===== src/rtl/l1_l2_block_xfer_buffer.sv =====
// Single-block staging buffer between the L1 arbitration mux and the L2 L1-facing port.
// Stages one victim block for write-back, or one fill block for L1 to drain word by word.
//
// state    | meaning
// IDLE     | waiting for an L1 block request
// WR_FILL  | collecting the L1 victim block, one word per write_en
// WR_REQ   | write-back request presented to L2
// WR_SEND  | streaming the staged block to L2
// RD_REQ   | fill request presented to L2
// RD_FILL  | capturing the returned fill words
// RD_DRAIN | handing fill words to L1, one per read_ack
module l1_l2_block_xfer_buffer #(
   parameter int BLOCK_WORDS = 16,
   parameter int ADDR_W      = 24,
   parameter int OFFSET_W    = 4
) (
   input  logic              clock_i,
   input  logic              reset_i,
   input  logic              req_i,
   input  logic              rw_i,
   input  logic [ADDR_W-1:0] add_i,
   input  logic              write_en,
   input  logic              read_ack,
   input  logic [31:0]       data_i,
   output logic              ready_write_o,
   output logic              ready_read_o,
   output logic [31:0]       data_o,
   output logic              l2_req_o,
   output logic              l2_rw_o,
   output logic [ADDR_W-1:0] l2_add_o,
   output logic              l2_wvalid_o,
   output logic [31:0]       l2_data_o,
   input  logic              l2_ready_i,
   input  logic              l2_valid_i,
   input  logic [31:0]       l2_data_i,
   output logic [2:0]        exception_o
);

   typedef enum logic [2:0] {
      IDLE, WR_FILL, WR_REQ, WR_SEND, RD_REQ, RD_FILL, RD_DRAIN
   } state_t;

   localparam logic [OFFSET_W:0]  LAST_IDX  = (OFFSET_W+1)'(BLOCK_WORDS - 1);
   localparam logic [ADDR_W-1:0]  ADDR_MASK = ~(ADDR_W'(BLOCK_WORDS - 1));

   state_t            state, nextState;
   logic [31:0]       blockBuf [BLOCK_WORDS];
   logic [OFFSET_W:0] cnt;
   logic [ADDR_W-1:0] blockAddr;
   logic [2:0]        excReg;
   logic              lastWord;
   logic              advance;
   logic [31:0]       bufWord;

   assign lastWord = (cnt == LAST_IDX);
   assign bufWord  = blockBuf[cnt[OFFSET_W-1:0]];

   always_ff @(posedge clock_i) begin
      if (!reset_i) state <= IDLE;
      else          state <= nextState;
   end

   always_comb begin
      nextState = state;
      case (state)
         IDLE:     if (req_i) nextState = rw_i ? WR_FILL : RD_REQ;
         WR_FILL:  if (write_en && lastWord) nextState = WR_REQ;
         WR_REQ:   if (l2_ready_i) nextState = WR_SEND;
         WR_SEND:  if (l2_ready_i && lastWord) nextState = IDLE;
         RD_REQ:   if (l2_ready_i) nextState = RD_FILL;
         RD_FILL:  if (l2_valid_i && lastWord) nextState = RD_DRAIN;
         RD_DRAIN: if (read_ack && lastWord) nextState = IDLE;
         default:  nextState = IDLE;
      endcase
   end

   always_comb begin
      ready_write_o = 1'b0;
      ready_read_o  = 1'b0;
      data_o        = '0;
      l2_req_o      = 1'b0;
      l2_rw_o       = 1'b0;
      l2_wvalid_o   = 1'b0;
      l2_data_o     = '0;
      case (state)
         WR_FILL:  ready_write_o = 1'b1;
         WR_REQ:   begin l2_req_o = 1'b1; l2_rw_o = 1'b1; end
         WR_SEND:  begin l2_wvalid_o = 1'b1; l2_data_o = bufWord; end
         RD_REQ:   l2_req_o = 1'b1;
         RD_DRAIN: begin ready_read_o = 1'b1; data_o = bufWord; end
         default:  ;
      endcase
   end

   assign l2_add_o    = blockAddr;
   assign exception_o = excReg;

   // One word moves per cycle in whichever phase owns the counter.
   always_comb begin
      advance = 1'b0;
      case (state)
         WR_FILL:  advance = write_en;
         WR_SEND:  advance = l2_ready_i;
         RD_FILL:  advance = l2_valid_i;
         RD_DRAIN: advance = read_ack;
         default:  advance = 1'b0;
      endcase
   end

   always_ff @(posedge clock_i) begin
      if (!reset_i) begin
         cnt       <= '0;
         blockAddr <= '0;
         excReg    <= '0;
      end else begin
         if (state == IDLE && req_i) begin
            blockAddr <= add_i & ADDR_MASK;
            cnt       <= '0;
         end else if (advance) begin
            cnt <= lastWord ? '0 : cnt + 1'b1;
         end
         if (req_i && state != IDLE)        excReg[0] <= 1'b1;
         if (write_en && state != WR_FILL)  excReg[1] <= 1'b1;
         if (read_ack && state != RD_DRAIN) excReg[2] <= 1'b1;
      end
   end

   // Storage is deliberately left out of reset.
   always_ff @(posedge clock_i) begin
      if (reset_i) begin
         if (state == WR_FILL && write_en)
            blockBuf[cnt[OFFSET_W-1:0]] <= data_i;
         else if (state == RD_FILL && l2_valid_i)
            blockBuf[cnt[OFFSET_W-1:0]] <= l2_data_i;
      end
   end

endmodule


===== config.mk =====
export PLATFORM = sky130hd
export DESIGN_NAME = l1_l2_block_xfer_buffer
export DESIGN_NICKNAME = d
export VERILOG_FILES = /design/src/rtl/l1_l2_block_xfer_buffer.sv
export SDC_FILE = /design/constraint.sdc
export NUM_CORES = 1
export LEC_CHECK = 0
export BUFFER_PORTS_ARGS = -buffer_cell sky130_fd_sc_hd__buf_4
export CAP_MARGIN = 20
export CELL_PAD_IN_SITES_DETAIL_PLACEMENT = 0
export CELL_PAD_IN_SITES_GLOBAL_PLACEMENT = 1
export CORE_ASPECT_RATIO = 2
export CORE_MARGIN = 5
export CORE_UTILIZATION = 52
export DETAILED_ROUTE_END_ITERATION = 8
export GPL_TIMING_DRIVEN = 0
export PLACE_DENSITY = 0.81
export SKIP_LAST_GASP = 1
export SYNTH_ARGS = -nofsm -noshare
export SYNTH_HDL_FRONTEND = slang
export SYNTH_SLANG_ARGS = --single-unit

===== constraint.sdc =====
create_clock -name clock_i -period 4.2 [get_ports clock_i]
set_input_delay 0.63 -clock clock_i [delete_from_list [all_inputs] [get_ports clock_i]]
set_output_delay 0.63 -clock clock_i [all_outputs]
set_load 0.03 [all_outputs]

==> flow_metrics.env <==
export IMPL_worst_r2r_cell_count=6
export IMPL_finClkSkew_ns=0.0191
export IMPL_fp_row_count=106
export IMPL_number_of_drc_violations_after_detailed_routing_iteration_0=918
export IMPL_synth_largest_area_cell="sky130_fd_sc_hd__edfxtp_1"
export IMPL_tightest_slew_ns=0.988
export IMPL_cts_htree_levels=2
export IMPL_syn2layout_area_growth_pct=18.1
export IMPL_clk_transition_reported_paths_ns=0.07
export IMPL_cts_made_buffers=45
export IMPL_fp_dieH_um=299
export IMPL_launch_instance_of_the_worst_min_delay_path="add_i[15]"
export IMPL_synth_sequential_area_ratio_pct=74.1
export IMPL_floorplan_core_area_um2=41500
export IMPL_met3_wirelength_um=3300
export IMPL_first_global_vias=12100
export IMPL_startpoint_of_the_worst_slack_reg_to_reg_timing_path="state[0]"
export IMPL_gpl_final_weighted_congestion=0.799
export IMPL_gr_usage_all_layers_pct=21.9
export IMPL_final_antenna_net_count=0
export IMPL_tritoncts_num_sinks=547
export IMPL_period_utilization_post_route_pct=84.3
export IMPL_grt_antenna_before_repair=0
export IMPL_power_static_leakage_nw=8.27
export IMPL_vias_per_cell=6.04
export IMPL_globalRouteOverflowTotal=0
export IMPL_r2r_slack_ns=1.61
export IMPL_met2_length_um=26600
export IMPL_clock_insertion_delay_worst_skew_ns=0.56
export IMPL_synthesis_area_um2=21700
export IMPL_drt_wirelength_per_cell_um=26.5
export IMPL_initial_standard_cell_utilization_of_the_core_pct=52.3
export IMPL_maximum_number_of_pins_on_one_net_before_global_route_repair=23
export IMPL_post_cts_resize_count=0
export IMPL_ys_types=44
export IMPL_finish_utilization_pct=61.7
export IMPL_setup_worst_path_end_class="output pin"
export IMPL_proportion_of_register_bits_with_asynchronous_set_or_reset_after_synthesis_pct=0
export IMPL_portBuffers=182
export IMPL_relSlewSlack_pct=34.1
export IMPL_power_density_nw_per_um2=412
export IMPL_layout_setup_ws_ns=0.661
export IMPL_detailedRoute_firstPassIterationCount=5
export IMPL_dp_slack_ns=1.21
export IMPL_tritoncts="yes"
export IMPL_cts_hold_repair_buffers=0
export IMPL_nets=1431
export IMPL_crit_arrival_ns=2.91
export IMPL_worst_hold_path_num_cells=3
export IMPL_post_synth_inst_count=1075
export IMPL_crit_type="register to output pin"
export IMPL_classification_of_the_worst_slack_hold_path="input port to register"
export IMPL_number_of_synthesized_flops_with_an_enable_pin=512
export IMPL_synth_seq_cells=547
export IMPL_vias=11500
export IMPL_timing_critical_path_cells="buf_6 -> nand2b_1 -> nor2_1 -> nand2_1 -> clkbuf_1 -> o22ai_1 -> buf_4"
export IMPL_slew_viol_final=0
export IMPL_maxUsedRoutingLayer="met4"
export IMPL_hold_end="l2_add_o[15]"
export IMPL_clock_root_buffer="sky130_fd_sc_hd__clkbuf_16"
export IMPL_synth_area_top_cells="sky130_fd_sc_hd__edfxtp_1 71%, sky130_fd_sc_hd__mux4_2 13%, sky130_fd_sc_hd__dfxtp_1 3.2%, sky130_fd_sc_hd__mux2i_1 3.1%, sky130_fd_sc_hd__o22ai_1 1.8%"
export IMPL_timing_rr_end="blockBuf[0][11]"
export IMPL_status="completed"
export IMPL_setup_repair_after_global_routing_missed_its_margin="false"
export IMPL_post_synth_cell_area_avg_um2=20.2
export IMPL_detail_route_wirelength_um=50400
export IMPL_crit_fanout=10
export IMPL_floorplan_io_pins=192
export IMPL_dp_final_hpwl_um=33500
export IMPL_drv_cap=0
export IMPL_die_width_um=154
export IMPL_setup_viol=0
export IMPL_ir_worst_vdd_uv=364
export IMPL_design_die_area_um2=46200
export IMPL_synth_top_area_share_pct=70.9
export IMPL_total_power_w=0.0106
export IMPL_grt_first_pass_wirelength_um=75200
export IMPL_crit_slowest_cell="sky130_fd_sc_hd__clkbuf_1"
export IMPL_drcViolationCount=0
export IMPL_finalHoldViolations=0
export IMPL_detail_route_wirelength_met1_um=18900
export IMPL_timing_critical_path_from_type="register"
export IMPL_layout_cells_sized_above_1_pct=35.1
export IMPL_fmax_mhz=283
export IMPL_post_cts_setup_buffers=0
export IMPL_clk_path_buf_depth=3
export IMPL_critical_path_required_ns=3.57
export IMPL_critical_path_max_stage_delay_ns=0.69
export IMPL_ys_warnings_count=0
export IMPL_primary_ff_master_synth="sky130_fd_sc_hd__edfxtp_1"
export IMPL_timing_final_crit_period_ns=3.54
placed cells by master, fill, tap and decap left out, types with 12 or more instances in the layout:
master / synthesis / final
sky130_fd_sc_hd__mux4_2: 128 / 128
sky130_fd_sc_hd__o22ai_1: 64 / 64
sky130_fd_sc_hd__nor2_4: 0 / 12
sky130_fd_sc_hd__mux2i_1: 67 / 67
sky130_fd_sc_hd__clkbuf_1: 16 / 22
sky130_fd_sc_hd__buf_6: 18 / 30
sky130_fd_sc_hd__a21oi_1: 28 / 28
sky130_fd_sc_hd__nand2_1: 54 / 54
sky130_fd_sc_hd__buf_4: 8 / 190
sky130_fd_sc_hd__buf_2: 24 / 24
sky130_fd_sc_hd__nor2_1: 24 / 12
sky130_fd_sc_hd__mux2_1: 23 / 23
sky130_fd_sc_hd__edfxtp_1: 512 / 512
sky130_fd_sc_hd__dfxtp_1: 35 / 35
sky130_fd_sc_hd__clkbuf_16: 0 / 45
cell type report:
type                            count  area (µm²)
Inverter                            9        33.8
Clock inverter                     24         198
Tap cell                          540         676
Sequential cell                   547       16100
Fill cell                        2895       15900
Multi-Input combinational cell    451        5250
Clock buffer                       51        1150
Buffer                             71         464
Timing Repair Buffer              206        1770
Antenna cell                        1        2.50
layer usage:
metal | vias up | global-route usage (%)
met5 | - | 0
met4 | 0 | 7.39
met3 | 93 | 3.56
met2 | 472 | 38.0
met1 | 5980 | 28.0
li1 | 4931 | -
cell families after synthesis:
group	share of synthesized area (%)
multiplexers	18.0
flip-flops	74.1
adder cells (fa/ha/maj)	0.277
AND/OR/NAND/NOR	2.23
buffers and inverters	2.30
other	0.0173
AO/OA/AOI/OAI	3.06
flip-flops by register name (all words and copies together) (netlist names), named ones only:
register / cells
state: 3
exception_o: 3
cnt: 5
blockBuf: 512
l2_add_o: 20
synthesized netlist by cell type, types with 2 or more instances:
cell,instances
sky130_fd_sc_hd__edfxtp_1,512
sky130_fd_sc_hd__mux4_2,128
sky130_fd_sc_hd__mux2i_1,67
sky130_fd_sc_hd__o22ai_1,64
sky130_fd_sc_hd__nand2_1,54
sky130_fd_sc_hd__dfxtp_1,35
sky130_fd_sc_hd__a21oi_1,28
sky130_fd_sc_hd__buf_2,24
sky130_fd_sc_hd__nor2_1,24
sky130_fd_sc_hd__mux2_1,23
sky130_fd_sc_hd__buf_6,18
sky130_fd_sc_hd__clkbuf_1,16
sky130_fd_sc_hd__inv_1,9
sky130_fd_sc_hd__mux2_2,9
sky130_fd_sc_hd__buf_4,8
sky130_fd_sc_hd__nor3_1,6
sky130_fd_sc_hd__nand2b_1,5
sky130_fd_sc_hd__ha_1,4
sky130_fd_sc_hd__o21ai_0,4
sky130_fd_sc_hd__or3_1,4
sky130_fd_sc_hd__buf_1,3
sky130_fd_sc_hd__nand3_1,3
sky130_fd_sc_hd__a41oi_1,2
sky130_fd_sc_hd__clkbuf_2,2
sky130_fd_sc_hd__nor3b_1,2
sky130_fd_sc_hd__o32ai_1,2
sky130_fd_sc_hd__or2_2,2
through the flow:
stage / TNS, ns / hold slack (ns) / area (µm²) / cells
6_report: 0 / 0.326 / 25600 / 1900
5_1_grt: 0 / 0.311 / 25600 / 1899
4_1_cts: 0 / 0.307 / 25600 / 1899
3_5_place_dp: 0 / 0.440 / 24300 / 1824
3_3_place_gp: -482.66 / 0.436 / 23800 / 1800
2_1_floorplan: 0 / 0.424 / 21700 / 1078
power by group:
part	leakage (nW)	switching, W	internal [W]
combinational	2.72	0.000324	0.000262
sequential	4.89	0.0000192	0.00600
clock	0.661	0.00181	0.00214
critical path, delay by kind of cell (launching register included):
kind,cells,cell delay [ns]
flops,1,0.33
buf+inv,3,1.07
compound gates,1,0.31
simple gates,3,0.64
worst max-delay path by stage:
stage / slack, ns / from / cells after the start / end
2_1_floorplan: 0.30 / reset_i / 5 / blockBuf[2][0]
3_3_place_gp: -2.23 / reset_i / 5 / blockBuf[2][20]
3_5_place_dp: 1.21 / reset_i / 7 / blockBuf[0][16]
4_1_cts: 0.68 / register / 6 / data_o[7]
5_1_grt: 0.50 / state[2] / 7 / l2_data_o[13]
6_report: 0.66 / state[2] / 7 / l2_data_o[13]
Note: power is estimated with default switching activity, not from simulation.
